**config.mk**
```make
export PLATFORM = sky130hd
export DESIGN_NAME = motor_out_n
export DESIGN_NICKNAME = d
export VERILOG_FILES = /design/src/rtl/motor_out_n.sv
export SDC_FILE = /design/constraint.sdc
export NUM_CORES = 1
export LEC_CHECK = 0
export ABC_AREA = 0
export CAP_MARGIN = 10
export CORE_AREA = 2 2 216 218
export DETAILED_ROUTE_END_ITERATION = 8
export DIE_AREA = 0 0 218 220
export GPL_TIMING_DRIVEN = 1
export HOLD_SLACK_MARGIN = 0.08
export SLEW_MARGIN = 0
export SYNTH_ARGS = -nofsm -noshare
export SYNTH_HDL_FRONTEND = slang
export SYNTH_SLANG_ARGS = --single-unit
```
**constraint.sdc**
```tcl
create_clock -name clk -period 8.4 [get_ports clk]
set_input_delay 2.1 -clock clk [delete_from_list [all_inputs] [get_ports clk]]
set_output_delay 2.1 -clock clk [all_outputs]
set_load 0.005 [all_outputs]
```
**src/rtl/motor_out_n.sv**
```systemverilog
// motor_out_n: multi-channel ESC output engine.
//
// Latches a packed vector of motor commands on UPDATE and transmits one frame
// on every channel in parallel, either as DShot or as standard servo PWM.
// All channels share the same timing counters, so their edges are
// cycle-aligned. A frame already in flight is never disturbed. Commands that
// arrive during a frame are held in a shadow set and sent as the next frame.
//
// Ports:
//   clk         system clock (BASE_FREQ Hz)
//   reset_n     asynchronous active-low reset
//   update      one-cycle pulse: latch values/telem_req, request a frame
//   values      packed commands, motor i at [i*VALUE_WIDTH +: VALUE_WIDTH]
//   telem_req   per-channel DShot telemetry request bit
//   mode        0 = PWM, 1 = DShot (sampled at frame start)
//   armed       0 forces command 0 / telemetry 0 (sampled at frame start)
//   busy        frame in progress or pending
//   frame_done  one-cycle pulse at the end of each frame
//   motor       registered ESC output lines
//
// state | meaning
// IDLE  | no frame; wait for a pending request
// LOAD  | one cycle: sample mode/armed, build per-channel data, clear pending
// DSHOT | 16 DShot bits followed by DSHOT_GAP_BITS low bit periods
// PWM   | one PWM period
// DONE  | one cycle: frame_done pulse, chain to LOAD if more is pending

module motor_out_n #(
    parameter int BASE_FREQ      = 100_000_000,
    parameter int NUM_MOTORS     = 4,
    parameter int VALUE_WIDTH    = 11,
    parameter int DSHOT_RATE     = 600_000,
    parameter int DSHOT_GAP_BITS = 2
) (
    input  logic                              clk,
    input  logic                              reset_n,
    input  logic                              update,
    input  logic [NUM_MOTORS*VALUE_WIDTH-1:0] values,
    input  logic [NUM_MOTORS-1:0]             telem_req,
    input  logic                              mode,
    input  logic                              armed,
    output logic                              busy,
    output logic                              frame_done,
    output logic [NUM_MOTORS-1:0]             motor
);

    localparam int T_BIT      = BASE_FREQ / DSHOT_RATE;
    localparam int T1         = T_BIT * 3 / 4;
    localparam int T0         = T_BIT * 3 / 8;
    localparam int PWM_MIN    = BASE_FREQ / 1000;
    localparam int PWM_STEP   = BASE_FREQ / 2_048_000;
    localparam int PWM_PERIOD = BASE_FREQ / 500;
    localparam int LAST_BIT   = 16 + DSHOT_GAP_BITS - 1;

    localparam int PH_W = (T_BIT > 2) ? $clog2(T_BIT) : 1;
    localparam int BI_W = $clog2(LAST_BIT + 1);
    localparam int PC_W = $clog2(PWM_PERIOD);
    localparam int TH_W = PC_W + 1;

    localparam logic [PH_W-1:0] PH_LAST = PH_W'(T_BIT - 1);
    localparam logic [PH_W-1:0] T1_C    = PH_W'(T1);
    localparam logic [PH_W-1:0] T0_C    = PH_W'(T0);
    localparam logic [BI_W-1:0] BI_LAST = BI_W'(LAST_BIT);
    localparam logic [PC_W-1:0] PC_LAST = PC_W'(PWM_PERIOD - 1);

    typedef enum logic [2:0] {IDLE, LOAD, DSHOT, PWM, DONE} state_t;

    state_t state, state_d;

    logic [PH_W-1:0] phase, phase_d;
    logic [BI_W-1:0] bit_idx, bit_d;
    logic [PC_W-1:0] pcnt, pcnt_d;

    logic [NUM_MOTORS*VALUE_WIDTH-1:0] sh_values;
    logic [NUM_MOTORS-1:0]             sh_telem;
    logic                              pending;

    logic [15:0]     work_frame [NUM_MOTORS];
    logic [TH_W-1:0] work_thr   [NUM_MOTORS];
    logic [11:0]     word12     [NUM_MOTORS];
    logic [15:0]     load_frame [NUM_MOTORS];
    logic [TH_W-1:0] load_thr   [NUM_MOTORS];
    logic [15:0]     sel_frame  [NUM_MOTORS];
    logic [TH_W-1:0] sel_thr    [NUM_MOTORS];
    logic [NUM_MOTORS-1:0] motor_d;
    logic [3:0]      bit_sel;

    function automatic logic [3:0] crc4(input logic [11:0] w);
        crc4 = w[3:0] ^ w[7:4] ^ w[11:8];
    endfunction

    // Shadow set: a new UPDATE overrides the pending clear done by LOAD.
    always_ff @(posedge clk or negedge reset_n) begin
        if (!reset_n) begin
            sh_values <= '0;
            sh_telem  <= '0;
            pending   <= 1'b0;
        end else if (update) begin
            sh_values <= values;
            sh_telem  <= telem_req;
            pending   <= 1'b1;
        end else if (state == LOAD) begin
            pending   <= 1'b0;
        end
    end

    // Per-channel working data as it would be built from the shadow this cycle.
    always_comb begin
        for (int i = 0; i < NUM_MOTORS; i++) begin
            word12[i]     = armed ? {11'(sh_values[i*VALUE_WIDTH +: VALUE_WIDTH]), sh_telem[i]}
                                  : 12'd0;
            load_frame[i] = {word12[i], crc4(word12[i])};
            load_thr[i]   = armed ? TH_W'(PWM_MIN + int'(sh_values[i*VALUE_WIDTH +: VALUE_WIDTH]) * PWM_STEP)
                                  : TH_W'(PWM_MIN);
        end
    end

    always_comb begin
        state_d = state;
        phase_d = phase;
        bit_d   = bit_idx;
        pcnt_d  = pcnt;
        unique case (state)
            IDLE: begin
                if (pending) state_d = LOAD;
            end
            LOAD: begin
                phase_d = '0;
                bit_d   = '0;
                pcnt_d  = '0;
                state_d = mode ? DSHOT : PWM;
            end
            DSHOT: begin
                if (phase == PH_LAST) begin
                    phase_d = '0;
                    if (bit_idx == BI_LAST) state_d = DONE;
                    else                    bit_d   = bit_idx + 1'b1;
                end else begin
                    phase_d = phase + 1'b1;
                end
            end
            PWM: begin
                if (pcnt == PC_LAST) state_d = DONE;
                else                 pcnt_d  = pcnt + 1'b1;
            end
            DONE: begin
                // An UPDATE landing in this cycle is already in the shadow
                // by the time LOAD reads it.
                state_d = (pending || update) ? LOAD : IDLE;
            end
            default: state_d = IDLE;
        endcase
    end

    // The output register is loaded from next-cycle counters so the line
    // rises on the very edge that enters DSHOT/PWM. During LOAD the freshly
    // built data is used directly since the working registers load on that
    // same edge.
    always_comb begin
        bit_sel = 4'd15 - bit_d[3:0];
        for (int i = 0; i < NUM_MOTORS; i++) begin
            sel_frame[i] = (state == LOAD) ? load_frame[i] : work_frame[i];
            sel_thr[i]   = (state == LOAD) ? load_thr[i]   : work_thr[i];
            motor_d[i]   = 1'b0;
            if (state_d == DSHOT) begin
                if (int'(bit_d) < 16)
                    motor_d[i] = phase_d < (sel_frame[i][bit_sel] ? T1_C : T0_C);
            end else if (state_d == PWM) begin
                motor_d[i] = {1'b0, pcnt_d} < sel_thr[i];
            end
        end
    end

    always_ff @(posedge clk or negedge reset_n) begin
        if (!reset_n) begin
            state   <= IDLE;
            phase   <= '0;
            bit_idx <= '0;
            pcnt    <= '0;
            motor   <= '0;
            for (int i = 0; i < NUM_MOTORS; i++) begin
                work_frame[i] <= '0;
                work_thr[i]   <= '0;
            end
        end else begin
            state   <= state_d;
            phase   <= phase_d;
            bit_idx <= bit_d;
            pcnt    <= pcnt_d;
            motor   <= motor_d;
            if (state == LOAD) begin
                for (int i = 0; i < NUM_MOTORS; i++) begin
                    work_frame[i] <= load_frame[i];
                    work_thr[i]   <= load_thr[i];
                end
            end
        end
    end

    assign busy       = (state != IDLE) || pending;
    assign frame_done = (state == DONE);

endmodule

```
Yosys cells after proc, flatten, opt, wreduce, memory -nomap -nowiden

Index checks and enable logic that the tools add are counted.
Widths: inputs -> output; s select.

Register bits: 227
Output and inout port bits: 6
Word-level logic and storage cells: 116
Input bits: 53

Add/subtract/negate cells: 8
Bitwise gates (word level): 8
$lt $le $gt $ge: 10
Mux-type cells: 56
Multiply operators: 4
Equality and inequality tests: 9
Reductions and logical operators: 5

Operator list:

| operator               | number |
|---|---|
| $mux 18                | 5 |
| $lt 18x19->1           | 4 |
| $mux 19                | 4 |
| $add 17x17->18 const A | 4 |
| $mux 16                | 4 |
| $mul 11x2->13 const B  | 4 |
| $mux 12                | 4 |
| $pmux 18 s2            | 1 |
| $lt 8x7->1             | 4 |
| $xor 4x4->4            | 8 |
| $mux 7                 | 4 |
| $mux 1                 | 20 |
| $add 18x1->18 const B  | 1 |
| $eq 18x18->1 const B   | 1 |
| $bmux 1 s4             | 4 |
| $pmux 8 s2             | 1 |
| $pmux 3 s5             | 1 |
| $eq 3x2->1 const B     | 4 |
| $mux 3                 | 4 |
| $mux 5                 | 2 |
| $pmux 5 s2             | 1 |
| $add 8x1->8 const B    | 1 |
| $eq 8x8->1 const B     | 1 |
| $mux 8                 | 1 |
| other kinds (11)       | 12 |

Logic depth before layout (Yosys ltp)

Word-level depth: 11
Mapped depth: 19
Gate-level depth less buffers: 19

Least setup slack after synthesis

No wires, ideal clock.

Kind: input -> register
Start point: input port armed
End point: register motor[0]
Stages on the path: 15
Arrival: 4.881 ns
Buffers on the path: 4
Data required time: 8.336 ns
Path slack: 3.454 ns
Cell sequence: clkbuf_1 -> clkbuf_1 -> buf_1 -> nand2_1 -> clkbuf_1 -> o21a_1 -> ha_1 -> a21o_1 -> a21o_1 -> a21o_1 -> a21o_1 -> a211oi_1 -> o41ai_1 -> o31ai_1 -> a31o_2

Longest elaborated chain between the ends: 10
Elaborated cells on any way between the ends: 14

RTL lines:

| what                         | line | source |
|---|---|---|
| start, declared              | 41   | `input logic armed,` |
| $mux 12                      | 110  | `word12[i] = armed ? {11'(sh_values[i*VALUE_WIDTH +: VALUE_WIDTH]), sh_telem[i]}` |
| $xor 4x4->4 (2 in a row)     | 89   | `crc4 = w[3:0] ^ w[7:4] ^ w[11:8];` |
| $mux 16                      | 162  | `sel_frame[i] = (state == LOAD) ? load_frame[i] : work_frame[i];` |
| $bmux 1 s4                   | 167  | `motor_d[i] = phase_d < (sel_frame[i][bit_sel] ? T1_C : T0_C);` |
| $mux 1 (not written as such) | 167  |  |
| $mux 7                       | 167  |  |
| $lt 8x7->1                   | 167  |  |
| $mux 1                       | 166  | `if (int'(bit_d) < 16)` |
| $mux 1 (*)                   | 165  | `if (state_d == DSHOT) begin` |
| net motor_d[0]               | 85   | `logic [NUM_MOTORS-1:0] motor_d;` |
| end signal, assigned         | 190  | `motor <= motor_d;` |
| end, declared                | 44   | `output logic [NUM_MOTORS-1:0] motor` |

The timed path passes the listed nets; every way through them passes the cells marked *. The select of a mux whose other input is x is not followed.
A chain may end at the register's enable or synchronous reset.

Final worst setup path

Start point: register sh_values[33]
End point: register motor[3]

Longest elaborated chain between the ends: 10
Elaborated cells on any way between the ends: 16

RTL lines:

| what                                                 | line | source |
|---|---|---|
| start, declared                                      | 74   | `logic [NUM_MOTORS*VALUE_WIDTH-1:0] sh_values;` |
| start signal, assigned                               | 99   | `sh_values <= values;` |
| branches (longest 9 deep; another with $lt 18x19->1) | -    |  |
| $mux 1 (*)                                           | 165  |  |
| net motor_d[3]                                       | 85   |  |

Mark *: on every way through the listed nets, which the timed path passes. The select of a mux whose other input is x is not followed.

==> impl_metrics.yaml <==
synthesis:
  avgSynthCellArea_um2: 9.25
  ys_types: 73
  synth_edf_count: 0
  syn_area_um2: 13500
  synth_top_cells_by_area: "dfrtp_1, ha_1, nand2_1, xnor2_1, mux2_2"
  yosys_warnings: 0
  yosysTopAreaCell: "dfrtp_1"
  syn-num-nets: 1628
  synth_top_area_share: 0.377
  synth_common_cells: "nand2_1, dfrtp_1, ha_1"
  synth_seq_area_share: 0.377
  synth_most_common_cell: "nand2_1"
  async_flop_share: 1.00
  synth_top_flop_cell: "dfrtp_1"
  synthCells: 1458
  ys_ff_latch: 203
cts:
  hold_buffers: 0
  h-tree-depth: 1
  path_clk_slew_ps: 60
  cts_made_buffers: 25
  cts_tree: "yes"
  post_cts_buffers: 0
  cts_root_buffer: "clkbuf_16"
  cts_resized: 0
  clk_path_buf_depth: 3
  cts_num_sinks: 203
  clk_latency_ps: 520
placement:
  portBuffers: 58
  gp_congestion: 0.869
  hpwl_um: 27600
  place_inst: 2085
cells_and_area:
  area_growth_pct: 15.8
  antenna_cells: 0
  stdcell_count: 2128
  fillers: 4750
  nets: 1675
  drive_above_1_share: 0.0881
die:
  initial_core_util: 0.294
  core_um2: 45900
  num_rows: 79
  pin_count: 59
  die-area_um2: 48000
  fp.dieW_um: 218
  die_h_um: 220
global_routing:
  antenna_found_initial: 0
  overflow: 0
  grt_max_degree: 77
  grt_pass1_vias: 10882
  grt_pass1_wl_um: 60900
  grt_use_total: 0.159
status:
  status: "completed"
setup_path:
  rr_endpoint: "motor[3]$_DFF_PN0_"
  critPathKind: "reg -> reg"
  path_delay_family: "compound AO/OA/AOI/OAI gates"
  crit_chain: "ha_1 -> fa_1 -> a21o_1 -> a2111oi_0 -> and2_1 -> a32oi_1 -> o22a_1 -> or4_1 -> and3b_1 -> o21a_1 -> ha_1 -> nand2_1 -> or3_1 -> nor2_1 -> a2111oi_0 -> o21ai_0 -> a21oi_1 -> a211o_1"
  worstPathMaxFanout: 5
  critical_path_buf_inv_count: 0
  slowest_stage: "a2111oi_0"
  crit_path_end_kind: "register"
  reg2reg_depth: 18
  arrival_ps: 5630
  r2r_slack_ps: 3180
  worst_path_largest_cell_delay_ps: 770
  required_ps: 8810
  critical_path.startpoint_type: "register"
  r2r-start: "sh_values[33]$_DFFE_PN0P_"
drt:
  via_per_inst: 5.27
  vias: 11216
  routedWlPerCell_um: 17.9
  route.antenna.remaining_nets: 0
  first_pass_iters: 5
  drt-total-wl_um: 38100
  post-route-drc-count: 0
  drtIter0Drc: 813
power:
  irDropWorstVdd_mv: 0.162
  switching_share: 0.388
  total_power_mw: 4.44
  p_leak_nw: 7.08
  p_seq_frac: 0.320
  p_comb_frac: 0.426
  switching_power_mw: 1.72
  cellPowerDensity_nw_per_um2: 284
  clkPwrFrac: 0.254
  intPower_mw: 2.72
min_path:
  hold_class: "reg -> reg"
  hold_depth: 2
  min_from: "work_frame[11]$_DFFE_PN0P_"
  min_to: "work_frame[11]$_DFFE_PN0P_"
sta:
  fin_hold_ws_ps: 462
  rsz0062_at_grt: "false"
  skew_ps: 9.69
  slew_viol_final: 0
  tightest_slew_ps: 1270
  min_period_over_period: 0.622
  fmax_mhz: 191
  setup_tns_ps: 0
  setup_viol: 0
  maxSlewHeadroom: 0.146
  period_needed_ps: 5220
  finalHoldViolations: 0
job:
  maxCapViolations: 0
[cells in the final DEF (no fill, tap or decap), types with 11 or more instances in the layout]
| master | instances |
|---|---|
| o21bai_1 | 16 |
| a211oi_1 | 19 |
| a21oi_1 | 52 |
| o22ai_1 | 24 |
| nor3_1 | 33 |
| clkbuf_16 | 25 |
| o211ai_1 | 15 |
| nand3_1 | 71 |
| ha_1 | 113 |
| o31ai_1 | 21 |
| o21ai_0 | 60 |
| nand4_1 | 11 |
| and2_1 | 12 |
| clkdlybuf4s50_1 | 55 |
| o21a_1 | 26 |
| dfrtp_1 | 203 |
| a21o_1 | 34 |
| buf_4 | 20 |
| inv_1 | 63 |
| mux2_2 | 47 |
| or3_1 | 13 |
| and3_1 | 12 |
| nor2_1 | 70 |
| xnor2_1 | 63 |
| mux2i_1 | 20 |
| a22oi_1 | 12 |
| nand2_1 | 205 |
| xor2_1 | 31 |
[per-layer routing]
layer,routed length (um),part of all wire,vias to the layer above,GRT usage
li1,-,-,5404,-
met1,18200,0.48,5435,0.224
met2,17000,0.45,304,0.257
met3,1840,0.048,73,0.0186
met4,1130,0.030,0,0.0447
met5,0,0,-,0
[flip-flops by register name, indices dropped and copies added, names as in the netlist]
name	flops
bit_idx	5
motor	4
pcnt	18
pending	1
phase	8
sh_telem	4
sh_values	44
state	3
work_frame	64
work_thr	52
[logic make-up (layout without fill, tap and decap cells)]
family / after synthesis / after routing / share of synthesized area
compound gates: 366 / 366 / 0.187
xor+xnor: 94 / 94 / 0.0610
fa+ha+maj: 117 / 117 / 0.111
buf+inv: 121 / 184 / 0.0345
flops: 203 / 203 / 0.377
mux: 69 / 69 / 0.0559
simple gates: 488 / 488 / 0.174
[power by group through the flow]
stage | clock, mW | sequential, mW | combinational [mW]
2_1_floorplan | 0 | 1.37 | 1.41
3_3_place_gp | 0 | 1.43 | 1.83
3_5_place_dp | 0 | 1.43 | 1.88
4_1_cts | 1.14 | 1.42 | 1.88
5_1_grt | 1.19 | 1.45 | 2.12
6_report | 1.13 | 1.42 | 1.89
[how the worst max path moves through the flow]
stage / from / end / cells past startpoint
global placement: armed / motor[0]$_DFF_PN0_ / 14
CTS: sh_values[33]$_DFFE_PN0P_ / motor[3]$_DFF_PN0_ / 18
floorplan: armed / motor[0]$_DFF_PN0_ / 15
detailed placement: armed / motor[0]$_DFF_PN0_ / 14
finish: sh_values[33]$_DFFE_PN0P_ / motor[3]$_DFF_PN0_ / 18
global route: sh_values[33]$_DFFE_PN0P_ / motor[3]$_DFF_PN0_ / 18
[stage by stage]
stage	utilization	cell area, um2	worst slack [ps]
floorplan	-	13500	3450
global placement	0.322	14800	3000
detailed placement	0.322	14800	2900
CTS	0.340	15600	3250
global route	0.340	15600	2880
finish	0.340	15600	3180
[area by class of cell]
cell class	count	area (um2)	share of cell area
Clock inverter	6	130	0.00833
Sequential cell	203	5080	0.325
Inverter	63	236	0.0151
Timing Repair Buffer	78	724	0.0464
Tap cell	607	759	0.0486
Clock buffer	37	721	0.0462
Multi-Input combinational cell	1134	7960	0.510
[tightest hold or removal path, delay by kind of cell, from the launching register on]
kind,cells,cell delay (ps)
DFF,1,320
and+or+nand+nor,2,100
Power figures use the tool's default switching activity.
==> edit 1: new RTL, same settings <==
Change the parameter `DSHOT_RATE` from 600_000 to 2_400_000.
--- a/src/rtl/motor_out_n.sv
+++ b/src/rtl/motor_out_n.sv
@@ -29,7 +29,7 @@
     parameter int BASE_FREQ      = 100_000_000,
     parameter int NUM_MOTORS     = 4,
     parameter int VALUE_WIDTH    = 11,
-    parameter int DSHOT_RATE     = 600_000,
+    parameter int DSHOT_RATE     = 2_400_000,
     parameter int DSHOT_GAP_BITS = 2
 ) (
     input  logic                              clk,
Function: same outputs for any inputs over 10 cycles, from zero or initial values and one cycle with reset_n low; that may be too few to reach the edited logic, so the function may still have changed.
==> edit 1 against the original RTL <==
Power is 0.59% higher. Worst setup slack improved by 280 ps. First-iteration DRC count up 10%. Area after synthesis grew 0.52%. Non-clock buffer count decreased by 4. Largest cell class unchanged. Hold slack worse by 3.3 ps. Via count increased by 0.51%. Wire length up 2.6%. Sequential cell count fell by 2. Cell area about the same. Global-route usage is 0.61 points higher.
==> edit 1: results (changes against the original RTL) <==
Outcome: finished, final reports clean (unchanged)
Top cells by count, synth: dfrtp_1 (201), nand2_1 (177), ha_1 (113), nand3_1 (91), nor2_1 (79) (was nand2_1 (205), dfrtp_1 (203), ha_1 (113), nand3_1 (71), nor2_1 (70))
Top Registers: work_frame (64), work_thr (52), sh_values (44) (unchanged)
Final wirelength: 39,100 µm (was 38,100 µm)
Fillers: 4,737 (was 4,750)
CP Launch Point: sh_values[23] (was sh_values[33])
Top area cells in the synthesized netlist: dfrtp_1 (37%), ha_1 (10%), nand2_1 (4.9%), xnor2_1 (4.3%), mux2_2 (3.8%) (was dfrtp_1 (38%), ha_1 (10%), nand2_1 (5.7%), xnor2_1 (4.1%), mux2_2 (3.9%))
Routed vias/inst: 5.28 (was 5.27)
Post-CTS Resized: 0 (unchanged)
Syn_area_per_cell: 9.20 µm² (was 9.25 µm²)
Net Switching: 1.77 mW (was 1.72 mW)
Reg-to-reg slack, setup: 3450 ps (was 3180 ps)
Initial drt markers: 898 (was 813)
First-pass GRT wire length: 62,400 µm (was 60,900 µm)
Reg2reg end: motor[2] (was motor[3])
Initial antenna violation count: 1 (was 0)
Layout cells sized above 1: 8.70% (was 8.81%)
Detailed Routing Iterations Pass 1: 6 (was 5)
Crit path max fanout: 6 (was 5)
IO Port Bufs: 58 (unchanged)
Clk_lat worst skew: 550 ps (was 520 ps)
Setup repair bufs after CTS: 0 (unchanged)
Post-layout nets: 1,679 (was 1,675)
Peak supply drop: 152 µV (was 162 µV)
Leak: 7.08 nW (about the same)
R2R cell count: 15 (was 18)
Clk slew on worst S/H paths: 60 ps (about the same)
Fraction of registers with async set/reset: 100% (unchanged)
Cts bufs inserted: 25 (unchanged)
CTS H-Tree Depth: 1 (unchanged)
Post-Synthesis Net Count: 1,643 (was 1,628)
Vias in the first global route: 11,141 (was 10,882)
Largest net degree at the start of global routing: 77 (unchanged)
Register share of total power: 31.4% (was 32.0%)
Sequential area share after synthesis: 37.1% (was 37.7%)
Routability cong.: 0.888 (was 0.869)
Worst Max-Slew Pin Slew: 1240 ps (was 1270 ps)
Number of inserted diodes: 0 (unchanged)
Total GRT Usage: 16.5% (was 15.9%)
Final period utilization: 58.9% (was 62.2%)
Worst Hold Class: register to register (unchanged)
Clock buffer depth: 3 (unchanged)
Distinct cell type count after synthesis: 80 (was 73)
Critical path data arrival time: 5380 ps (was 5630 ps)
Crit path kind: register to register (unchanged)
Routed WL per cell: 18.3 µm (was 17.9 µm)
Final HPWL DP: 28,000 µm (was 27,600 µm)
Ys Warns: 0 (unchanged)
Worst clock skew: 14.7 ps (was 9.69 ps)
Clk root buf: clkbuf_16 (unchanged)
Setup WS pre-CTS: 3280 ps (was 2900 ps)
==> edit 1: cell types whose count changed after synthesis, sizes merged, moves of 7 or more <==
| cell | change |
|---|---|
| nor2 | +9 |
| nor4 | +10 |
| o21bai | -11 |
| o211ai | -10 |
| clkbuf | +14 |
| buf | -7 |
| a2111oi | +7 |
| a21oi | +15 |
| o31ai | -12 |
| nand2 | -28 |
| a32o | +8 |
| mux2i | -14 |
| nand3 | +20 |
==> edit 1: power groups by stage <==
stage | clock network, mW | registers [mW] | logic, mW
finish | 1.14 | 1.40 | 1.92
global route | 1.20 | 1.43 | 2.16
CTS | 1.16 | 1.40 | 1.92
detailed placement | 0 | 1.41 | 1.91
global placement | 0 | 1.41 | 1.86
floorplan | 0 | 1.34 | 1.45
==> edit 1: critical path, stage by stage (launching register included) <==
cell	delay, ps
dfrtp_1	480
ha_1	270
fa_1	430
a211o_1	310
a21o_1	190
a2111o_1	480
nand3_1	140
nand2_1	100
a2111oi_0	780
a211oi_1	230
o21a_1	240
ha_1	300
nand4_1	100
o31a_1	300
a311oi_1	270
a21bo_1	230
==> edit 1: metrics by stage <==
stage	power, mW	area, µm²	hold slack, ps
after floorplan	2.79	13600	426
after global placement	3.27	14700	440
after detailed placement	3.33	14700	451
after CTS	4.48	15600	463
after global routing	4.79	15600	478
final	4.46	15600	458
==> edit 1: cells by family after synthesis <==
group	count (synthesis)	synth area share, %
muxes	57	4.73
buffers and inverters	130	3.77
DFF	201	37.1
AOI/OAI and AO/OA	377	19.4
adders and majority gates	117	11.0
and+or+nand+nor	500	18.1
xor gates and xnor gates	91	5.88
==> edit 1: cell type report <==
type,instances,area (µm²),share of cell area [%]
inverters,65,244,1.56
flip-flops and latches,201,5030,32.2
clock buffers,30,654,4.19
repair buffers,74,696,4.46
clock inverters,16,200,1.28
well taps,607,759,4.87
multi-input cells,1142,8030,51.4
==> edit 1: worst min path at each step <==
stage                     cells after the start             end  slack, ps      startpoint
after floorplan                               2    work_thr[17]        430    work_thr[17]
after global placement                        2    work_thr[17]        440    work_thr[17]
after detailed placement                      2  work_frame[22]        450  work_frame[22]
after CTS                                     2  work_frame[42]        460  work_frame[42]
after global routing                          2  work_frame[42]        480  work_frame[42]
final                                         2    work_thr[17]        460    work_thr[17]
==> edit 1: metal layers <==
layer / part of all wire [%] / global-route usage (%) / vias to the layer above
met3: 5.0 / 2.48 / 69
met2: 45 / 26.1 / 292
met5: 0 / 0 / -
met4: 3.1 / 5.03 / 0
met1: 47 / 23.2 / 5450
li1: - / - / 5462
==> edit 2: new RTL, same flow settings <==
Without the edit above. Put a register stage on the outputs `busy` and `frame_done`, without a reset. The values now appear one clock later. The other outputs are not delayed to match. Comments in the files are not updated.
--- a/src/rtl/motor_out_n.sv
+++ b/src/rtl/motor_out_n.sv
@@ -197,8 +197,10 @@
         end
     end
 
-    assign busy       = (state != IDLE) || pending;
-    assign frame_done = (state == DONE);
+    always_ff @(posedge clk) begin
+        busy       <= (state != IDLE) || pending;
+        frame_done <= (state == DONE);
+    end
 
 endmodule
 
Formal check against the unedited RTL: not equivalent (a bounded check fails within 4 cycles, from zero or initial values and one cycle with reset_n low).
==> edit 2 against the original RTL <==
Highest routed layer unchanged. Die area unchanged. Clock skew increased by 14 ps. Sequential cell count increased by 2. Largest cell class unchanged. Cell area about the same. Worst setup slack improved by 97 ps. Largest power group unchanged. Area after synthesis increased by 0.30%. Global-route usage decreased by 0.15 points. Hold slack got worse by 0.58 ps. Wire length about the same. Power decreased by 0.89%.
==> edit 2: results (changes against the original RTL) <==
Leak: 7.08 nW (about the same)
Worst Max-Slew Pin Slew: 1200 ps (was 1270 ps)
Clock buffer depth: 3 (unchanged)
Detailed Routing Iterations Pass 1: 7 (was 5)
Reg-to-reg slack, setup: 3270 ps (was 3180 ps)
Post-CTS Resized: 0 (unchanged)
Final period utilization: 61.0% (was 62.2%)
Setup repair bufs after CTS: 0 (unchanged)
Peak supply drop: 158 µV (was 162 µV)
Routed vias/inst: 5.30 (was 5.27)
Worst hold slack: 461 ps (was 462 ps)
Outcome: finished, final reports clean (unchanged)
Top area cells in the synthesized netlist: dfrtp_1 (38%), ha_1 (10%), nand2_1 (5.7%), xnor2_1 (4.1%), mux2_2 (3.9%) (unchanged)
DP Cell Count: 2,088 (was 2,085)
Clk slew on worst S/H paths: 60 ps (about the same)
Post-synthesis adder-cell area fraction: 11.0% (was 11.1%)
Routability cong.: 0.924 (was 0.869)
Biggest cell delay along the critical path: 700 ps (was 770 ps)
Critical path data arrival time: 5540 ps (was 5630 ps)
Reg2reg end: motor[3] (unchanged)
Slowest-stage cell, CP: a2111oi_0 (unchanged)
CTS H-Tree Depth: 1 (unchanged)
First-pass GRT wire length: 60,200 µm (was 60,900 µm)
Fillers: 4,763 (was 4,750)
Post-Synthesis Net Count: 1,630 (was 1,628)
Top cells by count, synth: nand2_1 (205), dfrtp_1 (203), ha_1 (113), nand3_1 (71), nor2_1 (70) (unchanged)
CP Launch Point: sh_values[34] (was sh_values[33])
Mux cell area share after synthesis: 5.58% (was 5.59%)
Clk root buf: clkbuf_16 (unchanged)
Sequential area share after synthesis: 37.9% (was 37.7%)
Syn_area_per_cell: 9.26 µm² (was 9.25 µm²)
XOR/XNOR Fraction of Synth Area: 6.09% (was 6.10%)
Routed WL per cell: 17.9 µm (about the same)
Total number of vias: 11,288 (was 11,216)
Post-layout nets: 1,678 (was 1,675)
Fraction of registers with async set/reset: 99.0% (was 100%)
IO Port Bufs: 58 (unchanged)
Total GRT Usage: 15.8% (was 15.9%)
Initial drt markers: 827 (was 813)
Compound-Gate Fraction of Synth Area: 18.7% (about the same)
Crit path max fanout: 6 (was 5)
Largest net degree at the start of global routing: 78 (was 77)
Placed cell area: 0.0148 mm² (about the same)
Setup WS pre-CTS: 2980 ps (was 2900 ps)
Final HPWL DP: 27,800 µm (was 27,600 µm)
Layout cells sized above 1: 9.06% (was 8.81%)
Worst clock skew: 23.9 ps (was 9.69 ps)
Distinct cell type count after synthesis: 74 (was 73)
[edit 2: cell types whose count changed in the layout (fill, tap and decap cells not counted), sizes merged]
cell	unedited run	this run
clkbuf	38	34
buf	22	23
clkinv	2	7
bufinv	4	2
dfxtp	0	2
[edit 2: routing by layer]
layer	global-route usage, %	share of wire [%]
met5	0	0
met4	4.01	2.4
met3	1.97	4.6
met2	25.7	45
met1	22.1	48
[edit 2: final cells by class]
class | count | area, µm² | area share, %
multi-input cells | 1134 | 7960 | 51.0
flip-flops and latches | 205 | 5120 | 32.8
well taps | 607 | 759 | 4.86
repair buffers | 79 | 732 | 4.69
clock inverters | 9 | 103 | 0.657
clock buffers | 33 | 706 | 4.52
inverters | 63 | 236 | 1.51
[edit 2: kinds of logic after synthesis]
| logic type | Yosys count |
|---|---|
| xor gates and xnor gates | 94 |
| AOI/OAI and AO/OA | 366 |
| adders and majority gates | 117 |
| and+or+nand+nor | 488 |
| muxes | 69 |
| buffers and inverters | 121 |
| DFF | 205 |
[edit 2: worst max-delay path, delay by kind of cell, from the launching register on]
family / cells / cell delay, ps
and+or+nand+nor: 4 / 1000
xor gates and xnor gates: 2 / 630
adders and majority gates: 3 / 990
AOI/OAI and AO/OA: 9 / 1920
DFF: 1 / 480
[edit 2: where the power goes]
part,internal (mW),leakage [nW],switching [mW]
combinational,0.754,4.14,1.13
sequential,1.26,2.54,0.166
clock,0.647,0.404,0.435
[edit 2: how the worst min path moves through the flow]
| stage | start | endpoint | cells after the start |
|---|---|---|---|
| floorplan | work_frame[11] | work_frame[11] | 2 |
| CTS | work_frame[0] | work_frame[0] | 2 |
| global placement | work_frame[16] | work_frame[16] | 2 |
| detailed placement | work_frame[0] | work_frame[0] | 2 |
| finish | work_frame[0] | work_frame[0] | 2 |
| global route | work_frame[18] | work_frame[18] | 2 |
